$ cat config.mk
export PLATFORM = sky130hd
export DESIGN_NAME = ceyloniac_pc_controller
export DESIGN_NICKNAME = d
export VERILOG_FILES = /design/src/rtl/ceyloniac_pkg.sv /design/src/rtl/ceyloniac_pc_sel_mux.sv /design/src/rtl/ceyloniac_pc_controller.sv
export SDC_FILE = /design/constraint.sdc
export NUM_CORES = 1
export LEC_CHECK = 0
export CORE_MARGIN = 5
export CORE_UTILIZATION = 55
export CTS_CLUSTER_SIZE = 12
export DETAILED_ROUTE_END_ITERATION = 8
export GPL_ROUTABILITY_DRIVEN = 0
export HOLD_SLACK_MARGIN = 0.1
export PLACE_DENSITY = 0.85
export SLEW_MARGIN = 20
export SYNTH_ARGS = -nofsm -noshare
export SYNTH_HDL_FRONTEND = slang
export SYNTH_SLANG_ARGS = --single-unit
$ cat constraint.sdc
create_clock -name clk -period 4.75 [get_ports clk]
set_clock_uncertainty 0.1 [all_clocks]
set_input_delay 0.475 -clock clk [delete_from_list [all_inputs] [get_ports clk]]
set_output_delay 0.475 -clock clk [all_outputs]
set_load 0.02 [all_outputs]
$ cat src/rtl/ceyloniac_pkg.sv
// Shared encodings for the Ceyloniac fetch-stage PC sequencer.
package ceyloniac_pkg;

  localparam int unsigned INSTR_BYTES = 4;
  localparam int unsigned FLUSH_CNT_W = 3;

  typedef enum logic [1:0] {
    PC_SRC_SEQ = 2'b00,
    PC_SRC_BR  = 2'b01,
    PC_SRC_JMP = 2'b10,
    PC_SRC_EXC = 2'b11
  } pc_src_e;

  typedef enum logic [1:0] {
    INIT = 2'b00,
    RUN  = 2'b01,
    HOLD = 2'b10,
    PEND = 2'b11
  } state_e;

endpackage

$ cat src/rtl/ceyloniac_pc_sel_mux.sv
// Four-way PC select mux: pc+4, branch, jump, exception vector.
module ceyloniac_pc_sel_mux
  import ceyloniac_pkg::*;
#(
  parameter int unsigned ALU_DATA_WIDTH = 32
) (
  input  logic [1:0]                sel,
  input  logic [ALU_DATA_WIDTH-1:0] seq_pc,
  input  logic [ALU_DATA_WIDTH-1:0] br_pc,
  input  logic [ALU_DATA_WIDTH-1:0] jmp_pc,
  input  logic [ALU_DATA_WIDTH-1:0] exc_pc,
  output logic [ALU_DATA_WIDTH-1:0] next_pc
);

  always_comb begin
    next_pc = seq_pc;
    case (sel)
      PC_SRC_BR:  next_pc = br_pc;
      PC_SRC_JMP: next_pc = jmp_pc;
      PC_SRC_EXC: next_pc = exc_pc;
      default:    next_pc = seq_pc;
    endcase
  end

endmodule

$ cat src/rtl/ceyloniac_pc_controller.sv
// Next-PC sequencer: PC register, redirect arbitration, stall buffering, flush pulse.
// Optional trap path (exception input, epc) enabled by CEYLONIAC_PC_EXC_EN.
module ceyloniac_pc_controller
  import ceyloniac_pkg::*;
#(
  parameter int unsigned                 ALU_DATA_WIDTH = 32,
  parameter logic [ALU_DATA_WIDTH-1:0]   RESET_PC       = ALU_DATA_WIDTH'(32'h0000_0000),
  parameter logic [ALU_DATA_WIDTH-1:0]   EXC_VECTOR     = ALU_DATA_WIDTH'(32'h0000_0080),
  parameter int unsigned                 FLUSH_CYCLES   = 2
) (
  input  logic                      clk,
  input  logic                      reset,
  input  logic                      stall,
  input  logic                      branch_taken,
  input  logic [ALU_DATA_WIDTH-1:0] branch_target,
  input  logic                      jump,
  input  logic [ALU_DATA_WIDTH-1:0] jump_target,
`ifdef CEYLONIAC_PC_EXC_EN
  input  logic                      exception,
  output logic [ALU_DATA_WIDTH-1:0] epc,
`endif
  output logic [ALU_DATA_WIDTH-1:0] pc,
  output logic [1:0]                pc_src,
  output logic                      pc_valid,
  output logic                      flush
);

  localparam int unsigned W = ALU_DATA_WIDTH;
  localparam logic [W-1:0] ALIGN_MASK = ~W'(INSTR_BYTES - 1);

  state_e                 state_q, state_d;
  pc_src_e                pend_src_q, pend_src_d;
  logic [W-1:0]           pend_tgt_q, pend_tgt_d;
  logic [FLUSH_CNT_W-1:0] cnt_q, cnt_d;
  logic [W-1:0]           pc_d;
  logic                   pc_valid_d, flush_d, redirect;
  pc_src_e                sel, req_src, eff_src;
  logic [W-1:0]           req_tgt, eff_tgt;
  logic [W-1:0]           seq_pc, br_in, jmp_in, mux_pc;
  logic                   exc_req;

`ifdef CEYLONIAC_PC_EXC_EN
  logic [W-1:0] epc_d;
  assign exc_req = exception & (state_q != INIT);
`else
  assign exc_req = 1'b0;
`endif

  assign seq_pc = pc + W'(INSTR_BYTES);
  assign pc_src = sel;

  // Highest-priority live request (jump > branch), target word-aligned
  always_comb begin
    req_src = PC_SRC_SEQ;
    req_tgt = '0;
    if (jump) begin
      req_src = PC_SRC_JMP;
      req_tgt = jump_target & ALIGN_MASK;
    end else if (branch_taken) begin
      req_src = PC_SRC_BR;
      req_tgt = branch_target & ALIGN_MASK;
    end
  end

  // Pending redirect merged with live requests; only strictly higher priority overwrites
  always_comb begin
    eff_src = pend_src_q;
    eff_tgt = pend_tgt_q;
    if (req_src > pend_src_q) begin
      eff_src = req_src;
      eff_tgt = req_tgt;
    end
  end

  assign br_in  = (state_q == PEND) ? eff_tgt : (branch_target & ALIGN_MASK);
  assign jmp_in = (state_q == PEND) ? eff_tgt : (jump_target & ALIGN_MASK);

  ceyloniac_pc_sel_mux #(
    .ALU_DATA_WIDTH(W)
  ) u_mux (
    .sel     (sel),
    .seq_pc  (seq_pc),
    .br_pc   (br_in),
    .jmp_pc  (jmp_in),
    .exc_pc  (EXC_VECTOR),
    .next_pc (mux_pc)
  );

  // Next-state, select and register-next logic
  always_comb begin
    state_d    = state_q;
    sel        = PC_SRC_SEQ;
    pc_d       = pc;
    pc_valid_d = pc_valid;
    pend_src_d = pend_src_q;
    pend_tgt_d = pend_tgt_q;
    redirect   = 1'b0;
`ifdef CEYLONIAC_PC_EXC_EN
    epc_d      = epc;
`endif
    case (state_q)
      INIT: begin
        state_d    = RUN;
        pc_valid_d = 1'b1;
      end
      RUN: begin
        if (stall) begin
          pc_valid_d = 1'b0;
          if (req_src != PC_SRC_SEQ) begin
            pend_src_d = req_src;
            pend_tgt_d = req_tgt;
            state_d    = PEND;
          end else begin
            state_d = HOLD;
          end
        end else begin
          sel        = req_src;
          pc_d       = mux_pc;
          redirect   = (req_src != PC_SRC_SEQ);
          pc_valid_d = 1'b1;
        end
      end
      HOLD: begin
        pc_valid_d = 1'b0;
        if (req_src != PC_SRC_SEQ) begin
          pend_src_d = req_src;
          pend_tgt_d = req_tgt;
          state_d    = PEND;
        end else if (!stall) begin
          state_d    = RUN;
          pc_valid_d = 1'b1;
        end
      end
      PEND: begin
        if (stall) begin
          pc_valid_d = 1'b0;
          pend_src_d = eff_src;
          pend_tgt_d = eff_tgt;
        end else begin
          sel        = eff_src;
          pc_d       = mux_pc;
          redirect   = 1'b1;
          pend_src_d = PC_SRC_SEQ;
          pend_tgt_d = '0;
          state_d    = RUN;
          pc_valid_d = 1'b1;
        end
      end
      default: state_d = INIT;
    endcase

    // Trap overrides stall and discards any buffered redirect
    if (exc_req) begin
      sel        = PC_SRC_EXC;
      pc_d       = mux_pc;
      redirect   = 1'b1;
      pend_src_d = PC_SRC_SEQ;
      pend_tgt_d = '0;
      state_d    = RUN;
      pc_valid_d = 1'b1;
`ifdef CEYLONIAC_PC_EXC_EN
      epc_d      = pc;
`endif
    end
  end

  // Flush pulse: a redirect (re)loads the down-counter
  always_comb begin
    cnt_d   = cnt_q;
    flush_d = 1'b0;
    if (redirect) begin
      cnt_d   = FLUSH_CNT_W'(FLUSH_CYCLES - 1);
      flush_d = 1'b1;
    end else if (cnt_q != '0) begin
      cnt_d   = cnt_q - FLUSH_CNT_W'(1);
      flush_d = 1'b1;
    end
  end

  always_ff @(posedge clk) begin
    if (reset) begin
      state_q    <= INIT;
      pc         <= RESET_PC;
      pc_valid   <= 1'b0;
      flush      <= 1'b0;
      cnt_q      <= '0;
      pend_src_q <= PC_SRC_SEQ;
      pend_tgt_q <= '0;
`ifdef CEYLONIAC_PC_EXC_EN
      epc        <= '0;
`endif
    end else begin
      state_q    <= state_d;
      pc         <= pc_d;
      pc_valid   <= pc_valid_d;
      flush      <= flush_d;
      cnt_q      <= cnt_d;
      pend_src_q <= pend_src_d;
      pend_tgt_q <= pend_tgt_d;
`ifdef CEYLONIAC_PC_EXC_EN
      epc        <= epc_d;
`endif
    end
  end

endmodule

Yosys cells after proc, flatten, opt, wreduce, memory -nomap -nowiden
Cells that the tools add are included.
- input bits: 69
- output and inout bits: 36
- word-level logic and storage cells: 62
- register bits: 73
- magnitude comparators: 1
- mux-type cells: 34
- bitwise operators: 1
- equality and inequality tests: 7
- reduce and logical (&&, ||, !) cells: 9
- add/subtract/negate cells: 2
- operators by type and width (operator ; number):
    $mux 32 ; 8
    $pmux 32 s3 ; 2
    $add 32x3->32 const B ; 1
    $mux 2 ; 10
    $mux 1 ; 9
    $eq 2x2->1 const B ; 4
    $pmux 2 s4 ; 1
    $pmux 2 s3 ; 1
    $reduce_bool 3->1 ; 2
    $eq 2x1->1 const B ; 2
    $pmux 2 s2 ; 1
    $reduce_and 2->1 ; 2
    $reduce_bool 2->1 ; 2
    $reduce_or 2->1 ; 2
    $pmux 1 s3 ; 1
    $sub 3x1->3 const B ; 1
    $gt 2x2->1 ; 1
    $logic_not 2->1 ; 1
    $ne 2x2->1 const B ; 1
    $pmux 1 s2 ; 1
    $not 1->1 ; 1

Longest topological paths before layout
Gate-level depths: netlist of the first run.
- depth after elaboration: 8
- depth in mapped cells: 14
- gate-level depth less buffers: 10

Cells and area by module
Synthesis of the first run repeated with hierarchy kept, for this count alone.
- cells, all modules: 661
- area total of the unflattened synthesis: 5676.7 µm²
- by module, submodules not included (module ; times used ; area an instance (µm²) ; cells an instance ; sequential area each (µm²)):
    ceyloniac_pc_controller ; 1 ; 4862.2 ; 622 ; 1461.4
    ceyloniac_pc_sel_mux ; 1 ; 814.5 ; 39 ; 0.0

Least setup slack after synthesis of the first run
OpenSTA, ideal clock, no wires.
- path kind: input -> register
- start: input jump
- end: register pc[20]
- stages: 11
- arrival: 2938 ps
- setup time: 127 ps
- path slack: 1585 ps
- required time: 4523 ps
- path buffers: 3
- path through: buf_4 > clkbuf_1 > buf_1 > inv_1 > ha_1 > and2b_1 > o21ai_2 > a2111oi_0 > a31oi_1 > and3_1 > or3_1
- longest elaborated chain between the ends: 7
- elaborated cells between the ends (all ways): 14
- classes of those cells: order compare (1); eq/ne (3); mux (10)
- ends and longest elaborated chain (what ; RTL line ; source):
    start, declared ; ceyloniac_pc_controller.sv:16 ; input logic jump,
    $mux 2 ; ceyloniac_pc_controller.sv:56 ; if (jump) begin
    $gt 2x2->1 ; ceyloniac_pc_controller.sv:69 ; if (req_src > pend_src_q) begin
    $mux 2 ; ceyloniac_pc_controller.sv:69 ;
    $mux 2 ; ceyloniac_pc_controller.sv:135 ; if (stall) begin
    $pmux 2 s2 ; ceyloniac_pc_controller.sv:101 ; case (state_q)
    $eq 2x2->1 / $eq 2x1->1 (equally long branches) ; ceyloniac_pc_sel_mux.sv:17 ; case (sel)
    $pmux 32 s3 * ; ceyloniac_pc_sel_mux.sv:17 ;
    end signal, assigned ; ceyloniac_pc_controller.sv:194 ; pc <= pc_d;
    end, declared ; ceyloniac_pc_controller.sv:22 ; output logic [ALU_DATA_WIDTH-1:0] pc,
Every way passes the cells marked *; elsewhere a longest branch is shown, timed or not.
A chain may end at the register's enable or synchronous reset.

Worst setup path in the final report of the first run
- start: input jump
- end: output pc_src[0]
- longest elaborated chain between the ends: 5
- elaborated cells between the ends (all ways): 6
- classes of those cells: order compare (1); mux (5)
- ends and longest elaborated chain (what ; RTL line ; source):
    $mux 2 * ; ceyloniac_pc_controller.sv:56 ;
    $gt 2x2->1 ; ceyloniac_pc_controller.sv:69 ;
    $mux 2 ; ceyloniac_pc_controller.sv:69 ;
    $mux 2 ; ceyloniac_pc_controller.sv:135 ;
    $pmux 2 s2 * ; ceyloniac_pc_controller.sv:101 ;
    end, declared ; ceyloniac_pc_controller.sv:23 ; output logic [1:0] pc_src,
Marked as above.

==> out/results.tsv, run 1 <==
metric	value	unit
status	finished with violations	
violations	design-rule violations	
wl_met2	8110	um
ys_types	69	
wl	17700	um
post_cts_buffers	0	
clock-sinks	73	
hp-class	flop to flop	
first_pass_iters	8	
dr_total_vias	5874	
layout.nets	799	
ctsHoldBuffers	0	
hold_violations	0	
fmax	245	MHz
yosys-top-cells-area	dfxtp_1 (29%), nand2_1 (6.1%), a22oi_1 (5.1%), a22o_1 (4.7%), nor2_1 (4.7%)	
synth-simple-area-share	25.7	%
path_clk_slew	80	ps
grtUsageTotal	30.8	%
synth.most_common_cell	nand2_1	
met1_length	6610	um
synth-edff-count	0	
n_antenna_cell	0	
worst_pin_slew	1240	ps
root_buffer	clkbuf_8	
maxSlewViolCount	0	
die_area	11100	sq um
ioPinCount	105	
grt_setup_unrepaired	no	
avgSynthCellArea	7.64	sq um
yosysWarnings	0	
antenna_left	0	
cp_cell_sequence	clkdlybuf4s50_1 -> nor2b_4 -> inv_2 -> ha_1 -> nor2_1 -> o211a_4 -> o21ai_2 -> inv_2 -> clkdlybuf4s50_1	
synth_top_family_by_area	compound AO/OA/AOI/OAI gates	
cts_tree	built	
post-route-period-util	85.9	%
synth_seq_cells	73	
dp_hpwl	12100	um
syn_nets	729	
drc	2	
wl_per_cell	21.1	um
cts_buffers	9	
yosysSeqAreaShare	29.2	%
first_iter_violations	766	
cp_top_family	buffers and inverters	
p_leak	2.22	nW
synthFlopType	dfxtp_1	
async_flop_share	0	%
viasPerCell	7.02	
antenna_found_initial	0	
fin_crit	4080	ps
max-vdd-ir-drop	0.000214	V
start_util	56.8	%
grt_max_degree	63	
syn_area	5000	sq um
synth_xor_area_share	1.75	%
totalPowerFinal	0.00187	W
finalSetupTns	0	ps
syn2layout_area_growth	24.0	%
cts_max_level	3	
grt_pass1_vias	5440	
clock_latency	370	ps
port_buffers	100	
synthAdderAreaFrac	1.50	%
relSlewSlack	17.4	%
fill_cells	722	
cts_resized	0	
synthCells	654	
worst-path-buf-inv	4	
cp_slowest_cell	clkdlybuf4s50_1	
crit_fanout	17	
cp.arrival	3510	ps
yosys-top-cells-count	nand2_1 (81), dfxtp_1 (73), nor2_1 (63)	
setup_violations	0	
synth_compound_area_share	31.3	%
grt_pass1_wl	28000	um
path_depth	9	
die_y	105	um
worst_setup_path_end_kind	output pin	
synth_top_area_share	29.2	%
yosysTopAreaCell	dfxtp_1	
drive_gt1_share	7.82	%
critPathLaunchType	input pin	
cap_violations	0	
path_class	input pin to output pin	
synth_mux_area_share	4.60	%
holdPathStages	2	
die_w	105	um
top_layer	met4	
core_area	8810	sq um
cp.required	4180	ps
power.density	301	nW/um^2
wl_met3	2410	um
row_count	34	
cts_buffer_depth	2	
grt_overflow_total	0	
max_stage_delay	820	ps
r2r_cells	5	
## layout by cell type, fill, tap and decap left out, types with 6 or more instances in the layout
cell type | Yosys | final
clkdlybuf4s50_1 | 0 | 99
nand2_1 | 81 | 81
dfxtp_1 | 73 | 73
nor2_1 | 63 | 62
a22oi_1 | 34 | 34
nand3_1 | 32 | 32
a21oi_1 | 31 | 31
a22o_1 | 27 | 27
o21ai_0 | 19 | 19
a31oi_1 | 19 | 19
o211ai_1 | 18 | 18
nor3_1 | 17 | 17
mux2i_1 | 14 | 14
inv_1 | 12 | 12
clkbuf_8 | 0 | 11
nand4_1 | 10 | 10
a32oi_1 | 10 | 10
and3_1 | 9 | 9
o22ai_1 | 9 | 9
buf_4 | 9 | 9
nor4_1 | 7 | 7
nand2b_1 | 6 | 6
xnor2_1 | 6 | 6
or3_1 | 6 | 6
mux2_2 | 6 | 6
ha_1 | 6 | 6
## path summary, 6_finish.rpt
kind / startpoint / endpoint / slack [ps]
min reg2reg: pend_tgt_q[19] / pend_tgt_q[19] / 410
min: pend_tgt_q[19] / pend_tgt_q[19] / 410
max reg2reg: state_q[0] / pc[28] / 1540
max: jump / pc_src[0] / 670
## flip-flops by register name, indices dropped and copies added, names as in the netlist
signal / count
pend_tgt_q: 32
pc: 32
state_q: 2
cnt_q: 3
pend_src_q: 2
pc_valid: 1
flush: 1
## tightest hold or removal path, stage by stage (launching register included)
cell and delay, ps:
dfxtp_1 330, a22oi_1 80, nor2_1 70
## kinds of logic after synthesis
family	Yosys count
compound gates	215
simple gates	264
xor+xnor	10
flops	73
buf+inv	65
fa+ha+maj	6
mux	21
## final cells by class
class | instances | area (sq um) | share of cell area, %
multi-input cells | 516 | 3250 | 52.5
flip-flops and latches | 73 | 1460 | 23.6
repair buffers | 109 | 1060 | 17.2
clock buffers | 12 | 155 | 2.50
well taps | 108 | 135 | 2.18
clock inverters | 4 | 73.8 | 1.19
inverters | 15 | 56.3 | 0.908
## where the power goes
part	leakage [nW]	internal (W)	switching [W]	total [W]
sequential	0.596	0.000661	0.0000469	0.000708
clock	0.117	0.000326	0.000253	0.000579
combinational	1.51	0.000241	0.000338	0.000579
## routing by layer
layer  vias to the layer above  global-route usage, %
met5                         -                      0
met2                       491                   48.1
met1                      2704                   40.7
met3                        76                   8.99
li1                       2603                      -
met4                         0                   10.2
## metrics by stage
step           hold slack [ps]  instances  setup slack (ps)  area [sq um]  utilization, %
4_1_cts                    404        837               764          6200            70.4
3_3_place_gp               367        821               761          5970            67.8
5_1_grt                    428        837               569          6200            70.4
6_report                   411        837               670          6200            70.4
2_1_floorplan              352        654              1580          5000               -
3_5_place_dp               391        821               667          5970            67.8
(Power assumes the default switching activity.)
==> run 2, diff against run 1 <==
- ABC_AREA: default -> 1
- CORE_UTILIZATION: 55 -> 53
- PLACE_DENSITY: 0.85 -> 0.81
- SLEW_MARGIN: 20 -> 0
- clock period: 4.75 -> 4.54 ns (I/O delays scaled with it)
==> out/results.tsv, run 2 <==
metric	value	unit
status	finished, final reports clean	
clock_latency	370	ps
wl	17000	um
pwr-share-comb	32.3	%
die_y	113	um
wl_per_cell	14.4	um
seq_power_share	36.1	%
swShare	35.5	%
row_count	37	
cts_tree	built	
ioPinCount	105	
hp-class	flop to flop	
dr_total_vias	6482	
yosys-top-cells-area	dfxtp_1 (26%), nand2_1 (18%), o21ai_0 (12%), nor2_1 (7.9%), inv_1 (7.4%)	
cp.required	3990	ps
power.density	305	nW/um^2
final_cell_mix	nand2_1 (271), o21ai_0 (133), nor2_1 (117)	
grt_overflow_total	0	
synth.most_common_cell	nand2_1	
core_area	10300	sq um
viasPerCell	5.49	
synth_top_area_share	26.2	%
clock-sinks	73	
relSlewSlack	29.3	%
final_common_cell	nand2_1	
cts_resized	0	
first_iter_violations	546	
port_buffers	100	
cp.arrival	2930	ps
holdWs	368	ps
reg_top3	pc (32), pend_tgt_q (32), cnt_q (3)	
syn_area	5570	sq um
worst_setup_path_end_kind	output pin	
root_buffer	clkbuf_8	
yosysSeqAreaShare	26.2	%
post-route-period-util	76.8	%
grt_pass1_vias	5632	
cap_violations	0	
yosysWarnings	0	
synth_seq_cells	73	
antenna_left	0	
p_sw	0.000742	W
start_util	54.2	%
path_clk_slew	90	ps
syn_nets	1047	
layout.nets	1114	
post_cts_buffers	0	
n_antenna_cell	0	
die_w	113	um
avgSynthCellArea	5.73	sq um
finalSetupTns	0	ps
p_int	0.00135	W
max-vdd-ir-drop	0.000180	V
synth-edff-count	0	
p_leak	2.93	nW
maxSlewViolCount	0	
ctsHoldBuffers	0	
yosys-top-cells-count	nand2_1 (271), o21ai_0 (133), nor2_1 (117)	
synthFlopType	dfxtp_1	
power_frac_clock	31.6	%
dp_hpwl	11900	um
worst_pin_slew	1060	ps
grt_setup_unrepaired	no	
grtUsageTotal	26.3	%
fin_crit	3490	ps
first_pass_iters	5	
hold_violations	0	
drc	0	
syn2layout_area_growth	22.9	%
crit_path_end	pc_src[0]	
r2r_cells	9	
async_flop_share	0	%
grt_pass1_wl	27500	um
antenna_found_initial	0	
cts_buffers	9	
critPathLaunchType	input pin	
rr_startpoint	state_q[1]	
fmax	287	MHz
path_class	input pin to output pin	
cts_max_level	3	
drive_gt1_share	4.89	%
synthCells	972	
crit_fanout	13	
crit_start	jump	
grt_max_degree	64	
fill_cells	990	
r2r_slack	1590	ps
die_area	12700	sq um
cts_buffer_depth	2	
r2r-end	pc[23]	
setup_violations	0	
yosysTopAreaCell	dfxtp_1	
ys_types	32	
## run 2: changes by cell type in the layout (fill, tap and decap cells not counted), moves of 27 or more
| cell | previous run | this run |
|---|---|---|
| a22oi_1 | 34 | 0 |
| inv_1 | 12 | 109 |
| o21ai_0 | 19 | 133 |
| a21oi_1 | 31 | 62 |
| nor2_1 | 62 | 117 |
| a22o_1 | 27 | 0 |
| nand2_1 | 81 | 271 |
## run 2: through the flow
step	total power [W]	std cells	setup slack, ps	cell area [sq um]	util, %
6_report	0.00209	1180	1050	6850	66.7
5_1_grt	0.00221	1180	895	6850	66.7
4_1_cts	0.00209	1180	1060	6850	66.7
3_5_place_dp	0.00144	1164	848	6600	64.2
3_3_place_gp	0.00142	1164	939	6600	64.2
2_1_floorplan	0.00122	972	1840	5570	-
## run 2: worst min path at each step
stage	start	end	slack, ps	cells after the start
6_report	cnt_q[1]	cnt_q[1]	370	2
2_1_floorplan	cnt_q[1]	cnt_q[1]	340	2
3_3_place_gp	cnt_q[1]	cnt_q[1]	350	2
5_1_grt	pend_tgt_q[23]	pend_tgt_q[23]	390	2
3_5_place_dp	cnt_q[1]	cnt_q[1]	360	2
4_1_cts	cnt_q[1]	cnt_q[1]	370	2
## run 2: layout make-up
cell class	count	area, sq um	share of cell area, %
clock inverter	7	126	1.84
sequential	73	1460	21.3
tap	136	170	2.48
inverter	115	433	6.32
multi-input combinational	730	3460	50.5
clock buffer	9	124	1.81
timing repair buffer	110	1080	15.7
## run 2: logic make-up after synthesis
logic type	after synthesis	share of synthesized area, %
adder cells (fa/ha/maj)	6	1.35
XOR/XNOR	19	2.99
buffers and inverters	169	11.8
flip-flops	73	26.2
AND/OR/NAND/NOR	472	34.4
AO/OA/AOI/OAI	233	23.2
## run 2: worst max-delay path, cell delays in order
cell             delay [ps]
clkdlybuf4s50_1         450
inv_2                   260
nand2_2                 160
ha_1                    220
o21ai_1                 270
nand2_2                  80
nand2_1                  90
nand3_1                 110
nand2_2                 190
clkdlybuf4s50_1         650
## run 2: power groups by stage
stage	registers, W	logic, W	clock network [W]
final	0.000754	0.000676	0.000660
after global routing	0.000762	0.000760	0.000692
after CTS	0.000753	0.000673	0.000666
after detailed placement	0.000768	0.000668	0
after global placement	0.000767	0.000655	0
after floorplan	0.000785	0.000436	0
## run 2: metal layers
metal | up-vias | GRT usage [%] | wire length [um]
met2 | 257 | 44.5 | 8030
met5 | - | 0 | 0
met3 | 23 | 3.94 | 1260
li1 | 3280 | - | -
met1 | 2922 | 34.6 | 7310
met4 | 0 | 7.77 | 371
